$ cat src/rtl/dft_bin_sequencer.sv
// ---------------------------------------------------------------------------
// dft_bin_sequencer
//
// Sequences the shared DFT complex multiplier. For every requested bin k it
// sweeps n = 0..N_POINTS-1 and presents sample address n and twiddle address
// (k*n) mod N_POINTS. The returned products are summed into one complex
// value per bin. Finished bins leave through a 2-entry valid/ready buffer.
//
// Ports
//   clk, rst_n          clock, synchronous active-low reset
//   start               one-cycle request, honoured only when idle
//   k_first, k_count    first bin index and number of bins (0..N_POINTS)
//   busy, done          run in progress / one-cycle completion pulse
//   rd_en               memory read strobe, one per product
//   smp_addr, tw_addr   sample address n, twiddle address (k*n) mod N
//   mul_re, mul_im      signed multiplier result
//   bin_valid/ready     output handshake
//   bin_k, bin_re/im    bin index and signed sums of the head entry
// ---------------------------------------------------------------------------
module dft_bin_sequencer #(
    parameter int N_POINTS = 64,
    parameter int DATA_W   = 16,
    parameter int RD_LAT   = 1,
    parameter int MUL_LAT  = 5,
    parameter int LOG2N    = $clog2(N_POINTS),
    parameter int ACC_W    = DATA_W + LOG2N
) (
    input  logic              clk,
    input  logic              rst_n,
    input  logic              start,
    input  logic [LOG2N-1:0]  k_first,
    input  logic [LOG2N:0]    k_count,
    output logic              busy,
    output logic              done,
    output logic              rd_en,
    output logic [LOG2N-1:0]  smp_addr,
    output logic [LOG2N-1:0]  tw_addr,
    input  logic [DATA_W-1:0] mul_re,
    input  logic [DATA_W-1:0] mul_im,
    output logic              bin_valid,
    input  logic              bin_ready,
    output logic [LOG2N-1:0]  bin_k,
    output logic [ACC_W-1:0]  bin_re,
    output logic [ACC_W-1:0]  bin_im
);

    // Stage 0 of the tag pipe is the rd_en/address register itself, so the
    // pipe has PIPE_D-1 further stages and its last stage lines up with mul_*.
    localparam int               PIPE_D = RD_LAT + MUL_LAT;
    localparam logic [LOG2N-1:0] N_LAST = LOG2N'(N_POINTS - 1);

    typedef enum logic [2:0] {
        ST_IDLE  = 3'd0,
        ST_ISSUE = 3'd1,
        ST_WAIT  = 3'd2,
        ST_DRAIN = 3'd3,
        ST_DONE  = 3'd4
    } state_t;

    function automatic logic [ACC_W-1:0] sext(input logic [DATA_W-1:0] v);
        return {{(ACC_W-DATA_W){v[DATA_W-1]}}, v};
    endfunction

    state_t             state_r, state_next_s;
    logic [LOG2N-1:0]   n_r, n_next_s, tw_r, tw_next_s, k_r, k_next_s;
    logic [LOG2N:0]     bins_left_r, bins_left_next_s;
    logic [1:0]         credits_r, credits_next_s;
    logic               rd_en_r, rd_en_next_s, busy_r, busy_next_s, done_r, done_next_s;
    logic               issue_s, first_s, last_s, ret_s, drain_ok_s;
    logic [PIPE_D-1:1]  tag_v_r, tag_f_r, tag_l_r;
    logic [LOG2N-1:0]   tag_k_r [1:PIPE_D-1];
    logic [ACC_W-1:0]   acc_re_r, acc_im_r, sum_re_s, sum_im_s;
    logic               push_s;
    logic [1:0]         vld_r, vld_next_s;
    logic [LOG2N-1:0]   hd_k_r, hd_k_next_s, tl_k_r, tl_k_next_s;
    logic [ACC_W-1:0]   hd_re_r, hd_re_next_s, hd_im_r, hd_im_next_s;
    logic [ACC_W-1:0]   tl_re_r, tl_re_next_s, tl_im_r, tl_im_next_s;

    assign issue_s    = (state_r == ST_ISSUE);
    assign first_s    = issue_s && (n_r == {LOG2N{1'b0}});
    assign last_s     = issue_s && (n_r == N_LAST);
    assign ret_s      = vld_r[0] && bin_ready;
    assign drain_ok_s = !(|tag_v_r) && (vld_r == 2'b00);
    assign push_s     = tag_v_r[PIPE_D-1] && tag_l_r[PIPE_D-1];

    // Credit bookkeeping: take on the n = 0 product, give back on each pop.
    always_comb begin
        credits_next_s = credits_r;
        if (first_s && !ret_s) begin
            credits_next_s = credits_r - 2'd1;
        end else if (ret_s && !first_s) begin
            credits_next_s = credits_r + 2'd1;
        end else begin
            credits_next_s = credits_r;
        end
    end

    // FSM state register.
    always_ff @(posedge clk) begin
        if (!rst_n) begin
            state_r <= ST_IDLE;
        end else begin
            state_r <= state_next_s;
        end
    end

    // FSM next-state logic.
    always_comb begin
        state_next_s = state_r;
        case (state_r)
            ST_IDLE: begin
                if (start && (k_count != {(LOG2N+1){1'b0}})) begin
                    state_next_s = ST_ISSUE;
                end else if (start) begin
                    state_next_s = ST_DONE;
                end else begin
                    state_next_s = ST_IDLE;
                end
            end
            ST_ISSUE: begin
                if (last_s && (bins_left_r == (LOG2N+1)'(1))) begin
                    state_next_s = ST_DRAIN;
                end else if (last_s && (credits_next_s == 2'd0)) begin
                    state_next_s = ST_WAIT;
                end else begin
                    state_next_s = ST_ISSUE;
                end
            end
            ST_WAIT: begin
                if (credits_r != 2'd0) begin
                    state_next_s = ST_ISSUE;
                end else begin
                    state_next_s = ST_WAIT;
                end
            end
            ST_DRAIN: begin
                if (drain_ok_s) begin
                    state_next_s = ST_DONE;
                end else begin
                    state_next_s = ST_DRAIN;
                end
            end
            ST_DONE:  state_next_s = ST_IDLE;
            default:  state_next_s = ST_IDLE;
        endcase
    end

    // FSM output logic: next values of the registered strobes and counters.
    always_comb begin
        rd_en_next_s     = (state_next_s == ST_ISSUE);
        busy_next_s      = (state_next_s != ST_IDLE);
        done_next_s      = (state_r == ST_DONE);
        n_next_s         = n_r;
        tw_next_s        = tw_r;
        k_next_s         = k_r;
        bins_left_next_s = bins_left_r;
        if ((state_r == ST_IDLE) && start && (k_count != {(LOG2N+1){1'b0}})) begin
            n_next_s         = {LOG2N{1'b0}};
            tw_next_s        = {LOG2N{1'b0}};
            k_next_s         = k_first;
            bins_left_next_s = k_count;
        end else if (last_s) begin
            // Bin finished: restart the sweep for the next bin (k wraps).
            n_next_s         = {LOG2N{1'b0}};
            tw_next_s        = {LOG2N{1'b0}};
            k_next_s         = k_r + LOG2N'(1);
            bins_left_next_s = bins_left_r - (LOG2N+1)'(1);
        end else if (issue_s) begin
            n_next_s         = n_r + LOG2N'(1);
            tw_next_s        = tw_r + k_r;
        end else begin
            n_next_s         = n_r;
        end
    end

    // Control registers: strobes, sweep counters and credits.
    always_ff @(posedge clk) begin
        if (!rst_n) begin
            rd_en_r     <= 1'b0;
            busy_r      <= 1'b0;
            done_r      <= 1'b0;
            n_r         <= {LOG2N{1'b0}};
            tw_r        <= {LOG2N{1'b0}};
            k_r         <= {LOG2N{1'b0}};
            bins_left_r <= {(LOG2N+1){1'b0}};
            credits_r   <= 2'd2;
        end else begin
            rd_en_r     <= rd_en_next_s;
            busy_r      <= busy_next_s;
            done_r      <= done_next_s;
            n_r         <= n_next_s;
            tw_r        <= tw_next_s;
            k_r         <= k_next_s;
            bins_left_r <= bins_left_next_s;
            credits_r   <= credits_next_s;
        end
    end

    // Accumulator input: the first product of a bin overwrites the sum.
    always_comb begin
        if (tag_f_r[PIPE_D-1]) begin
            sum_re_s = sext(mul_re);
            sum_im_s = sext(mul_im);
        end else begin
            sum_re_s = acc_re_r + sext(mul_re);
            sum_im_s = acc_im_r + sext(mul_im);
        end
    end

    // Tag pipe tracking products through memory and multiplier, plus the accumulator.
    always_ff @(posedge clk) begin
        if (!rst_n) begin
            tag_v_r  <= {(PIPE_D-1){1'b0}};
            tag_f_r  <= {(PIPE_D-1){1'b0}};
            tag_l_r  <= {(PIPE_D-1){1'b0}};
            for (int i = 1; i < PIPE_D; i++) begin
                tag_k_r[i] <= {LOG2N{1'b0}};
            end
            acc_re_r <= {ACC_W{1'b0}};
            acc_im_r <= {ACC_W{1'b0}};
        end else begin
            tag_v_r[1] <= issue_s;
            tag_f_r[1] <= first_s;
            tag_l_r[1] <= last_s;
            tag_k_r[1] <= k_r;
            for (int i = 2; i < PIPE_D; i++) begin
                tag_v_r[i] <= tag_v_r[i-1];
                tag_f_r[i] <= tag_f_r[i-1];
                tag_l_r[i] <= tag_l_r[i-1];
                tag_k_r[i] <= tag_k_r[i-1];
            end
            if (tag_v_r[PIPE_D-1]) begin
                acc_re_r <= sum_re_s;
                acc_im_r <= sum_im_s;
            end else begin
                acc_re_r <= acc_re_r;
                acc_im_r <= acc_im_r;
            end
        end
    end

    // Output buffer next state; credits guarantee no push into a full buffer.
    always_comb begin
        vld_next_s   = vld_r;
        hd_k_next_s  = hd_k_r;
        hd_re_next_s = hd_re_r;
        hd_im_next_s = hd_im_r;
        tl_k_next_s  = tl_k_r;
        tl_re_next_s = tl_re_r;
        tl_im_next_s = tl_im_r;
        if (ret_s && vld_r[1]) begin
            hd_k_next_s  = tl_k_r;
            hd_re_next_s = tl_re_r;
            hd_im_next_s = tl_im_r;
            if (push_s) begin
                tl_k_next_s  = tag_k_r[PIPE_D-1];
                tl_re_next_s = sum_re_s;
                tl_im_next_s = sum_im_s;
                vld_next_s   = 2'b11;
            end else begin
                vld_next_s   = 2'b01;
            end
        end else if (push_s && (ret_s || !vld_r[0])) begin
            // Empty, or head leaving this cycle with no tail: new entry becomes head.
            hd_k_next_s  = tag_k_r[PIPE_D-1];
            hd_re_next_s = sum_re_s;
            hd_im_next_s = sum_im_s;
            vld_next_s   = 2'b01;
        end else if (push_s) begin
            tl_k_next_s  = tag_k_r[PIPE_D-1];
            tl_re_next_s = sum_re_s;
            tl_im_next_s = sum_im_s;
            vld_next_s   = 2'b11;
        end else if (ret_s) begin
            vld_next_s   = 2'b00;
        end else begin
            vld_next_s   = vld_r;
        end
    end

    // Output buffer registers.
    always_ff @(posedge clk) begin
        if (!rst_n) begin
            vld_r   <= 2'b00;
            hd_k_r  <= {LOG2N{1'b0}};
            hd_re_r <= {ACC_W{1'b0}};
            hd_im_r <= {ACC_W{1'b0}};
            tl_k_r  <= {LOG2N{1'b0}};
            tl_re_r <= {ACC_W{1'b0}};
            tl_im_r <= {ACC_W{1'b0}};
        end else begin
            vld_r   <= vld_next_s;
            hd_k_r  <= hd_k_next_s;
            hd_re_r <= hd_re_next_s;
            hd_im_r <= hd_im_next_s;
            tl_k_r  <= tl_k_next_s;
            tl_re_r <= tl_re_next_s;
            tl_im_r <= tl_im_next_s;
        end
    end

    assign busy      = busy_r;
    assign done      = done_r;
    assign rd_en     = rd_en_r;
    assign smp_addr  = n_r;
    assign tw_addr   = tw_r;
    assign bin_valid = vld_r[0];
    assign bin_k     = hd_k_r;
    assign bin_re    = hd_re_r;
    assign bin_im    = hd_im_r;

endmodule

$ cat config.mk
export PLATFORM = sky130hd
export DESIGN_NAME = dft_bin_sequencer
export DESIGN_NICKNAME = d
export VERILOG_FILES = /design/src/rtl/dft_bin_sequencer.sv
export SDC_FILE = /design/constraint.sdc
export NUM_CORES = 1
export LEC_CHECK = 0
export ABC_CLOCK_PERIOD_IN_PS = 2450
export BUFFER_PORTS_ARGS = -buffer_cell sky130_fd_sc_hd__buf_2
export CORE_MARGIN = 2
export CORE_UTILIZATION = 55
export CTS_BUF_LIST = sky130_fd_sc_hd__clkbuf_2
export DETAILED_ROUTE_END_ITERATION = 12
export GPL_TIMING_DRIVEN = 1
export PLACE_DENSITY = 0.78
export SYNTH_ARGS = -nofsm -noshare
export SYNTH_HDL_FRONTEND = slang
export SYNTH_SLANG_ARGS = --single-unit
$ cat constraint.sdc
create_clock -name clk -period 2.45 [get_ports clk]
set_input_delay 0.1225 -clock clk [delete_from_list [all_inputs] [get_ports clk]]
set_output_delay 0.1225 -clock clk [all_outputs]
set_load 0.02 [all_outputs]
==> results of run 1 <==
[worst paths after layout]
path	from	to	slack, ns	cells after the start
max	acc_im_r[0]$_SDFFE_PN0P_	bin_im[16]$_SDFFE_PN0P_	-0.14	11
min	k_count[0]	bins_left_r[0]$_SDFFE_PN0P_	0.13	4
max reg2reg	acc_im_r[0]$_SDFFE_PN0P_	bin_im[16]$_SDFFE_PN0P_	-0.14	11
min reg2reg	tag_k_r[0][26]$_SDFF_PN0_	tag_k_r[0][32]$_SDFF_PN0_	0.43	1
[timing repair]
item | CTS | global route
hold endpoints to repair | 199 | 0
buffers inserted | 5 | 11
hold buffers | 55 | 0
pin swaps | 23 | 53
setup endpoints to repair | 44 | 73
gates resized for setup | 46 | 76
[routing by layer]
layer  vias up  global-route usage (%)  routed length [microns]
li1       5185                       -                        -
met1      5138                    34.1                    12600
met4         0                    11.3                      964
met3        90                    6.05                     2480
met2       479                    48.5                    15600
met5         -                       0                        0
[flip-flops by register name, indices dropped and copies added, names as in the netlist, 2 cells and up]
name	count
bins_left_r	7
tag_v_r	5
k_r	6
acc_im_r	22
credits_r	2
tl_im_r	22
smp_addr	6
tl_re_r	22
tag_k_r	30
bin_k	6
vld_r	2
bin_im	22
state_r	3
tw_addr	6
acc_re_r	22
tag_l_r	5
bin_re	22
tag_f_r	5
tl_k_r	6
[cell usage after synthesis (all sizes together) (6+ instances only)]
cell type / count / area (sq um)
nor3: 23 / 115
nand2b: 8 / 50.1
nor2b: 6 / 37.5
inv: 29 / 109
xnor2: 20 / 175
or3: 8 / 55.1
and2: 56 / 350
a21oi: 107 / 539
nand2: 105 / 394
and3: 13 / 81.3
ha: 53 / 663
nor4b: 6 / 52.6
o22ai: 8 / 50.1
dfxtp: 224 / 4480
a222oi: 16 / 160
clkbuf: 73 / 274
o21ai: 81 / 417
a221oi: 16 / 146
o211ai: 7 / 62.6
nand4: 9 / 56.3
a21o: 23 / 173
o21a: 15 / 113
nor3b: 7 / 57.6
mux2i: 23 / 230
a31oi: 12 / 75.1
a22oi: 21 / 158
nor2: 165 / 619
nand3: 23 / 115
buf: 8 / 31.3
nor4: 9 / 56.3
o21bai: 7 / 52.6
a211oi: 46 / 350
xor2: 17 / 149
[cell type report]
class	count	area, sq um	area share [%]
antenna	2	5.00	0.0355
clock buffer	84	420	2.98
clock inverter	18	151	1.07
inverter	30	115	0.816
multi-input combinational	961	6700	47.5
sequential	224	4510	32.0
tap	265	332	2.35
timing repair buffer	258	1870	13.2
[worst max-delay path: stages (launching register included)]
cell and delay, ns:
sky130_fd_sc_hd__dfxtp_2 0.35, sky130_fd_sc_hd__ha_4 0.16, sky130_fd_sc_hd__fa_2 0.36, sky130_fd_sc_hd__a21o_1 0.20, sky130_fd_sc_hd__nand4_1 0.15, sky130_fd_sc_hd__a21oi_4 0.10, sky130_fd_sc_hd__o211ai_4 0.24, sky130_fd_sc_hd__buf_12 0.15
sky130_fd_sc_hd__a211oi_4 0.06, sky130_fd_sc_hd__or3_4 0.37, sky130_fd_sc_hd__a31oi_4 0.22, sky130_fd_sc_hd__o22ai_1 0.10
[layout by cell type, fill, tap and decap left out, types with 12 or more instances in the layout]
cell type / count
sky130_fd_sc_hd__o21a_1: 15
sky130_fd_sc_hd__mux2i_1: 22
sky130_fd_sc_hd__clkbuf_2: 84
sky130_fd_sc_hd__nor3_1: 23
sky130_fd_sc_hd__and2_1: 55
sky130_fd_sc_hd__nand3_1: 21
sky130_fd_sc_hd__a222oi_1: 16
sky130_fd_sc_hd__o21ai_0: 64
sky130_fd_sc_hd__xnor2_1: 19
sky130_fd_sc_hd__o21ai_1: 12
sky130_fd_sc_hd__a211oi_1: 36
sky130_fd_sc_hd__buf_2: 114
sky130_fd_sc_hd__ha_1: 36
sky130_fd_sc_hd__buf_4: 78
sky130_fd_sc_hd__dlygate4sd3_1: 55
sky130_fd_sc_hd__dfxtp_2: 12
sky130_fd_sc_hd__xor2_1: 17
sky130_fd_sc_hd__a21oi_2: 15
sky130_fd_sc_hd__nor2_1: 162
sky130_fd_sc_hd__dfxtp_1: 210
sky130_fd_sc_hd__ha_4: 15
sky130_fd_sc_hd__a21oi_1: 90
sky130_fd_sc_hd__nand2_1: 104
sky130_fd_sc_hd__a21o_1: 22
sky130_fd_sc_hd__a22oi_1: 21
sky130_fd_sc_hd__inv_1: 28
sky130_fd_sc_hd__a221oi_1: 15
[logic make-up after synthesis]
| group | share of synthesized area [%] |
|---|---|
| and+or+nand+nor | 19.5 |
| xor gates and xnor gates | 2.95 |
| AOI/OAI and AO/OA | 23.9 |
| buffers and inverters | 3.80 |
| adders and majority gates | 6.57 |
| DFF | 40.8 |
| muxes | 2.54 |
[through the flow]
stage,setup TNS (ns),hold slack [ns],setup WS (ns)
CTS,-0.132,0.0580,-0.0701
floorplan,0,0.262,0.0133
finish,-0.819,0.133,-0.139
global route,-3.74,0.0715,-0.201
detailed placement,-2.83,0.379,-0.201
global placement,-1.36,0.373,-0.175
[power by group]
part | total, W | switching (W) | internal (W)
clock network | 0.00276 | 0.00152 | 0.00123
registers | 0.00373 | 0.0000430 | 0.00369
logic | 0.000826 | 0.000456 | 0.000370
total | 0.00732 | 0.00202 | 0.00529
==> reports/summary.json, run 1 <==
{
  "clocking": {
    "clock_insertion_delay_worst_skew_ns": 0.84,
    "cts.htree.levels": 2,
    "max-clock-path-buffers": 3,
    "root_buffer_cell": "sky130_fd_sc_hd__clkbuf_2",
    "cts.sink_count": 224,
    "clk_pin_slew_worst_paths_ns": 0.10,
    "tritoncts": "built",
    "cts-buffers-inserted": 57
  },
  "die": {
    "fp.dieArea_sq_um": 21200,
    "initial_utilization_pct": 56.4,
    "placementRows": 51,
    "ioPinCount": 115,
    "fp.dieH_microns": 145,
    "placeable_core_region_sq_um": 19500,
    "die_x_microns": 145
  },
  "finish": {
    "drive_gt1_share_pct": 26.0,
    "post-route-util_pct": 72.2,
    "layout_net_count": 1637,
    "filler_cell_count": 1464,
    "area_growth_pct": 28.1,
    "layoutNonFillerInstCount": 1842,
    "finish.instance_area_sq_um": 14100
  },
  "detailed_routing": {
    "dr.first_iter.drc_count": 794,
    "route.detailed.vias_per_inst": 5.91,
    "postRouteWirelength_microns": 31700,
    "antenna_violating_nets_post_route": 0,
    "wl_per_cell_microns": 17.2,
    "vias": 10892,
    "drt-pass1-iter-count": 7,
    "drc": 0
  },
  "synth": {
    "synthesis.nets": 1401,
    "synth_area_per_cell_sq_um": 8.49,
    "synth_cell_type_count": 76,
    "async_flop_share_pct": 0,
    "ys.flop_type": "sky130_fd_sc_hd__dfxtp_1",
    "synth_edf_count": 0,
    "syn_area_sq_um": 11000,
    "yosysSeqAreaShare_pct": 40.8,
    "synth_cells": 1296,
    "synth-seq-cells": 224,
    "yosysWarningCount": 0
  },
  "place": {
    "postPlaceCellArea_sq_um": 12200,
    "dp_cells": 1668,
    "portBuffers": 114,
    "gp_congestion": 0.922,
    "half_perimeter_wire_length_after_detailed_placement_microns": 19700
  },
  "timing": {
    "fmax_ghz": 0.386,
    "grt_setup_unrepaired": "true",
    "setup_viol": 13,
    "fin_skew_ns": 0.0403,
    "final-hold-violation-count": 0,
    "period_needed_ns": 2.59,
    "timing_max_transition_violations_final": 0,
    "worst_pin_slew_ns": 0.756,
    "post_route_fraction_of_the_period_consumed_by_the_critical_path_pct": 106,
    "timing.max_slew.rel_slack_pct": 49.1,
    "final_critical_path_setup_slack_ns": -0.139
  },
  "setup_path": {
    "timing.critical_path.arrival_ns": 3.29,
    "crit_path_max_fanout": 4,
    "worstSetupStartpointType": "flip-flop",
    "worstPathRequired_ns": 3.15,
    "timing.setup.critical_path_class": "flip-flop to flip-flop",
    "critPathCaptureType": "flip-flop"
  },
  "pwr": {
    "p_leak_nw": 5.79,
    "post_layout_power_w": 0.00732,
    "vdd.ir_drop.worst_mv": 0.545,
    "p_per_area_nw_per_um2": 519
  },
  "global_route": {
    "number_of_antenna_violations_at_the_first_check_in_global_routing": 2,
    "global_route.usage.total_pct": 28.1,
    "globalRoute.totalOverflow": 0,
    "grt_start_max_net_pins": 69,
    "vias_in_the_first_global_route": 10491,
    "grt_pass1_wl_microns": 50000
  },
  "flow_run": {
    "cap_violations": 0
  },
  "outcome": {
    "run_status": "complete, but fails checks",
    "failed_checks": "negative setup slack"
  },
  "hold_path": {
    "min_delay_worst_type": "primary input to flip-flop"
  }
}
(Power assumes the default switching activity.)
==> run 2, diff against run 1 <==
- BUFFER_PORTS_ARGS: -buffer_cell sky130_fd_sc_hd__buf_2 -> not set
- DONT_BUFFER_PORTS: not set -> 1
- PLACE_DENSITY: 0.78 -> 0.73
- SLEW_MARGIN: not set -> 20
==> run 2 against run 1 <==
The run still ends with negative setup slack left. Via count fell by 0.99%. Sequential cell count did not move. Combinational power fell by 2%. Final area rose by 2.4%. Core utilization rose by 1.7 points. Worst setup slack got worse by 0.046 ns. Global-route usage rose by 0.91 points. Register-to-register slack got worse by 0.05 ns. Non-clock buffer count fell by 13. Final cell count fell by 1.0%. Clock power fell by 8.0%. Clock skew rose by 0.0016 ns. Critical path type unchanged. Critical endpoint is now bin_re[14]$_SDFFE_PN0P_.
==> reports/summary.json, run 2 (same netlist as run 1, synthesis figures left out) <==
{
  "global_route": {
    "global_route.usage.total": {"value": 29.0, "unit": "%", "change": "+0.91 points"},
    "number_of_antenna_violations_at_the_first_check_in_global_routing": {"value": 2, "change": "unchanged"},
    "vias_in_the_first_global_route": {"value": 10442, "change": "-0.47%"},
    "grt_pass1_wl": {"value": 51000, "unit": "microns", "change": "+1.9%"},
    "globalRoute.totalOverflow": {"value": 0, "change": "unchanged"},
    "grt_start_max_net_pins": {"value": 91, "change": "+32%"}
  },
  "detailed_routing": {
    "route.detailed.vias_per_inst": {"value": 5.92, "change": "about the same"},
    "drc": {"value": 0, "change": "unchanged"},
    "wl_per_cell": {"value": 18.0, "unit": "microns", "change": "+4.9%"},
    "vias": {"value": 10784, "change": "-0.99%"},
    "antenna_violating_nets_post_route": {"value": 0, "change": "unchanged"},
    "postRouteWirelength": {"value": 32900, "unit": "microns", "change": "+3.8%"},
    "dr.first_iter.drc_count": {"value": 737, "change": "-7.2%"},
    "highest_metal_layer_with_signal_wires": "met4",
    "routed-wl-met3": {"value": 2580, "unit": "microns", "change": "+4.0%"},
    "drt-pass1-iter-count": {"value": 7, "change": "unchanged"},
    "drt-met1-wl": {"value": 13000, "unit": "microns", "change": "+3.2%"},
    "wl_met2": {"value": 16200, "unit": "microns", "change": "+3.7%"}
  },
  "setup_path": {
    "critical_path.slowest_cell": "sky130_fd_sc_hd__fa_2",
    "crit_path_max_fanout": {"value": 3, "change": "-1"},
    "worst_path_most_repeated_cell": "sky130_fd_sc_hd__o21a_1",
    "timing.critical_path.arrival": {"value": 3.38, "unit": "ns", "change": "+0.09 ns"},
    "critical_path.top_delay_family": "compound AO/OA/AOI/OAI gates",
    "r2r_slack": {"value": -0.19, "unit": "ns", "change": "-0.05 ns"},
    "worstSetupStartpointType": "flip-flop",
    "worstPathRequired": {"value": 3.19, "unit": "ns", "change": "+0.04 ns"},
    "timing.setup.critical_path_class": "flip-flop to flip-flop",
    "worstRegToRegCells": {"value": 10, "change": "-1"},
    "worst_path_largest_cell_delay": {"value": 0.39, "unit": "ns", "change": "+0.02 ns"},
    "reg2reg_from": "acc_re_r[0]$_SDFFE_PN0P_",
    "crit_buf_inv": {"value": 0, "change": "-1"},
    "regToRegEndpoint": "bin_re[14]$_SDFFE_PN0P_",
    "critPathCaptureType": "flip-flop",
    "path_cells": "ha_4 -> fa_2 -> a211oi_2 -> o21a_1 -> o21a_1 -> o31a_1 -> mux2_4 -> a2111oi_4 -> o21a_1 -> nor2_1"
  },
  "die": {
    "placementRows": {"value": 51, "change": "unchanged"},
    "placeable_core_region": {"value": 19500, "unit": "sq um", "change": "unchanged"},
    "ioPinCount": {"value": 115, "change": "unchanged"},
    "fp.dieArea": {"value": 21200, "unit": "sq um", "change": "unchanged"},
    "die_x": {"value": 145, "unit": "microns", "change": "unchanged"},
    "initial_utilization": {"value": 56.4, "unit": "%", "change": "unchanged"},
    "fp.dieH": {"value": 145, "unit": "microns", "change": "unchanged"}
  },
  "finish": {
    "largest_register_ffs": {"value": 30, "change": "unchanged"},
    "max_flop_register": "tag_k_r",
    "layoutNonFillerInstCount": {"value": 1823, "change": "-1.0%"},
    "post-route-util": {"value": 74.0, "unit": "%", "change": "+1.7 points"},
    "multiInputGateArea": {"value": 6680, "unit": "sq um", "change": "-0.37%"},
    "seq_area": {"value": 4500, "unit": "sq um", "change": "-0.22%"},
    "commonest_cells_after_routing_fill_and_taps_aside": "sky130_fd_sc_hd__dfxtp_1, sky130_fd_sc_hd__nor2_1, sky130_fd_sc_hd__dlygate4sd3_1, sky130_fd_sc_hd__nand2_1, sky130_fd_sc_hd__buf_4",
    "filler_cell_count": {"value": 1435, "change": "-2.0%"},
    "layout.cells.most_common": "sky130_fd_sc_hd__dfxtp_1",
    "layout_net_count": {"value": 1622, "change": "-0.92%"},
    "finish.instance_area": {"value": 14400, "unit": "sq um", "change": "+2.4%"},
    "area_growth_pct": 31.2,
    "drive_gt1_share": {"value": 19.2, "unit": "%", "change": "-6.8 points"}
  },
  "timing": {
    "final-hold-violation-count": {"value": 0, "change": "unchanged"},
    "worst_pin_slew": {"value": 0.652, "unit": "ns", "change": "-0.104 ns"},
    "final_critical_path_setup_slack": {"value": -0.185, "unit": "ns", "change": "-0.0458 ns"},
    "fin_skew": {"value": 0.0419, "unit": "ns", "change": "+0.00158 ns"},
    "grt_setup_unrepaired": "true",
    "fmax": {"value": 0.379, "unit": "GHz", "change": "-1.7%"},
    "post_route_fraction_of_the_period_consumed_by_the_critical_path": {"value": 108, "unit": "%", "change": "+1.9 points"},
    "timing_max_transition_violations_final": {"value": 0, "change": "unchanged"},
    "totalNegativeSetupSlack": {"value": -3.33, "unit": "ns", "change": "-2.51 ns"},
    "setup_viol": {"value": 37, "change": "+24"},
    "timing.max_slew.rel_slack": {"value": 56.4, "unit": "%", "change": "+7.3 points"},
    "period_needed": {"value": 2.64, "unit": "ns", "change": "+0.0458 ns"}
  },
  "clocking": {
    "cts-buffers-inserted": {"value": 55, "change": "-3.5%"},
    "tritoncts": "built",
    "max-clock-path-buffers": {"value": 3, "change": "unchanged"},
    "root_buffer_cell": "sky130_fd_sc_hd__clkbuf_2",
    "clk_pin_slew_worst_paths": {"value": 0.11, "unit": "ns", "change": "about the same"},
    "cts.sink_count": {"value": 224, "change": "unchanged"},
    "clock_insertion_delay_worst_skew": {"value": 0.87, "unit": "ns", "change": "+0.03 ns"},
    "cts.htree.levels": {"value": 2, "change": "unchanged"}
  },
  "hold_path": {
    "min_delay_worst_type": "primary input to flip-flop",
    "whs_endpoint": "tl_im_r[10]$_SDFFE_PN0P_",
    "hold_path_startpoint": "mul_im[9]",
    "min_delay_path_depth": {"value": 6, "change": "+2"}
  },
  "place": {
    "half_perimeter_wire_length_after_detailed_placement": {"value": 19100, "unit": "microns", "change": "-3.2%"},
    "post-place-ws": {"value": -0.257, "unit": "ns", "change": "-0.0564 ns"},
    "portBuffers": {"value": 0, "change": "-100%"},
    "dp_cells": {"value": 1552, "change": "-7.0%"},
    "gp_congestion": {"value": 0.920, "change": "-0.23%"},
    "postPlaceCellArea": {"value": 11700, "unit": "sq um", "change": "-4.7%"}
  },
  "flow_run": {
    "cap_violations": {"value": 0, "change": "unchanged"}
  },
  "pwr": {
    "p_per_area": {"value": 491, "unit": "nW/um^2", "change": "-5.4%"},
    "vdd.ir_drop.worst": {"value": 0.429, "unit": "mV", "change": "-21%"},
    "p_leak": {"value": 5.66, "unit": "nW", "change": "-2.2%"}
  },
  "outcome": {
    "run_status": "complete, but fails checks",
    "failed_checks": "negative setup slack"
  }
}
-- run 2: worst register-to-register path, stage by stage (launching register included) --
cell                        delay, ns
sky130_fd_sc_hd__dfxtp_2         0.35
sky130_fd_sc_hd__ha_4            0.16
sky130_fd_sc_hd__fa_2            0.39
sky130_fd_sc_hd__a211oi_2        0.23
sky130_fd_sc_hd__o21a_1          0.25
sky130_fd_sc_hd__o21a_1          0.19
sky130_fd_sc_hd__o31a_1          0.18
sky130_fd_sc_hd__mux2_4          0.32
sky130_fd_sc_hd__a2111oi_4       0.26
sky130_fd_sc_hd__o21a_1          0.15
sky130_fd_sc_hd__nor2_1          0.03
-- run 2: cell type report --
| cell class | instances | area share (%) |
|---|---|---|
| clock buffer | 81 | 2.81 |
| antenna | 2 | 0.0347 |
| tap | 265 | 2.30 |
| timing repair buffer | 245 | 16.0 |
| multi-input combinational | 961 | 46.2 |
| inverter | 30 | 0.797 |
| sequential | 224 | 31.1 |
| clock inverter | 15 | 0.659 |
-- run 2: where the power goes --
part	switching [W]	leakage, nW	total (W)	internal (W)
Sequential	0.0000523	1.81	0.00374	0.00369
Combinational	0.000438	3.47	0.000810	0.000371
Clock	0.00154	0.383	0.00254	0.000996
Total	0.00203	5.66	0.00709	0.00506
-- run 2: worst max-delay path by stage --
stage	from	end	slack, ns	cells after the start
after floorplan	acc_im_r[0]$_SDFFE_PN0P_	acc_im_r[20]$_SDFFE_PN0P_	0.01	10
after global placement	acc_im_r[0]$_SDFFE_PN0P_	tl_im_r[20]$_SDFFE_PN0P_	-0.20	10
after detailed placement	acc_im_r[0]$_SDFFE_PN0P_	acc_im_r[20]$_SDFFE_PN0P_	-0.26	10
after CTS	acc_re_r[0]$_SDFFE_PN0P_	bin_re[14]$_SDFFE_PN0P_	-0.10	10
after global routing	acc_re_r[0]$_SDFFE_PN0P_	bin_re[14]$_SDFFE_PN0P_	-0.31	10
final	acc_re_r[0]$_SDFFE_PN0P_	bin_re[14]$_SDFFE_PN0P_	-0.19	10
-- run 2: what timing repair did --
action                                  CTS  global route
hold endpoints to repair                224             2
gates resized for setup                  31            85
hold buffers                            144             1
buffers inserted                         13            16
endpoints found under the setup margin   48            83
pin swaps                                24            51
-- run 2: routing by layer --
metal  global-route usage (%)  vias to the layer above
met5                        0                        -
met4                     11.2                        0
met3                     7.27                       93
met2                     51.1                      411
met1                     33.8                     5118
li1                         -                     5162
-- run 2: per-stage QoR --
stage	total power (W)	hold slack (ns)
finish	0.00709	0.0512
floorplan	0.00423	0.262
detailed placement	0.00437	0.260
global placement	0.00435	0.248
global route	0.00741	0.0109
CTS	0.00703	0.0145
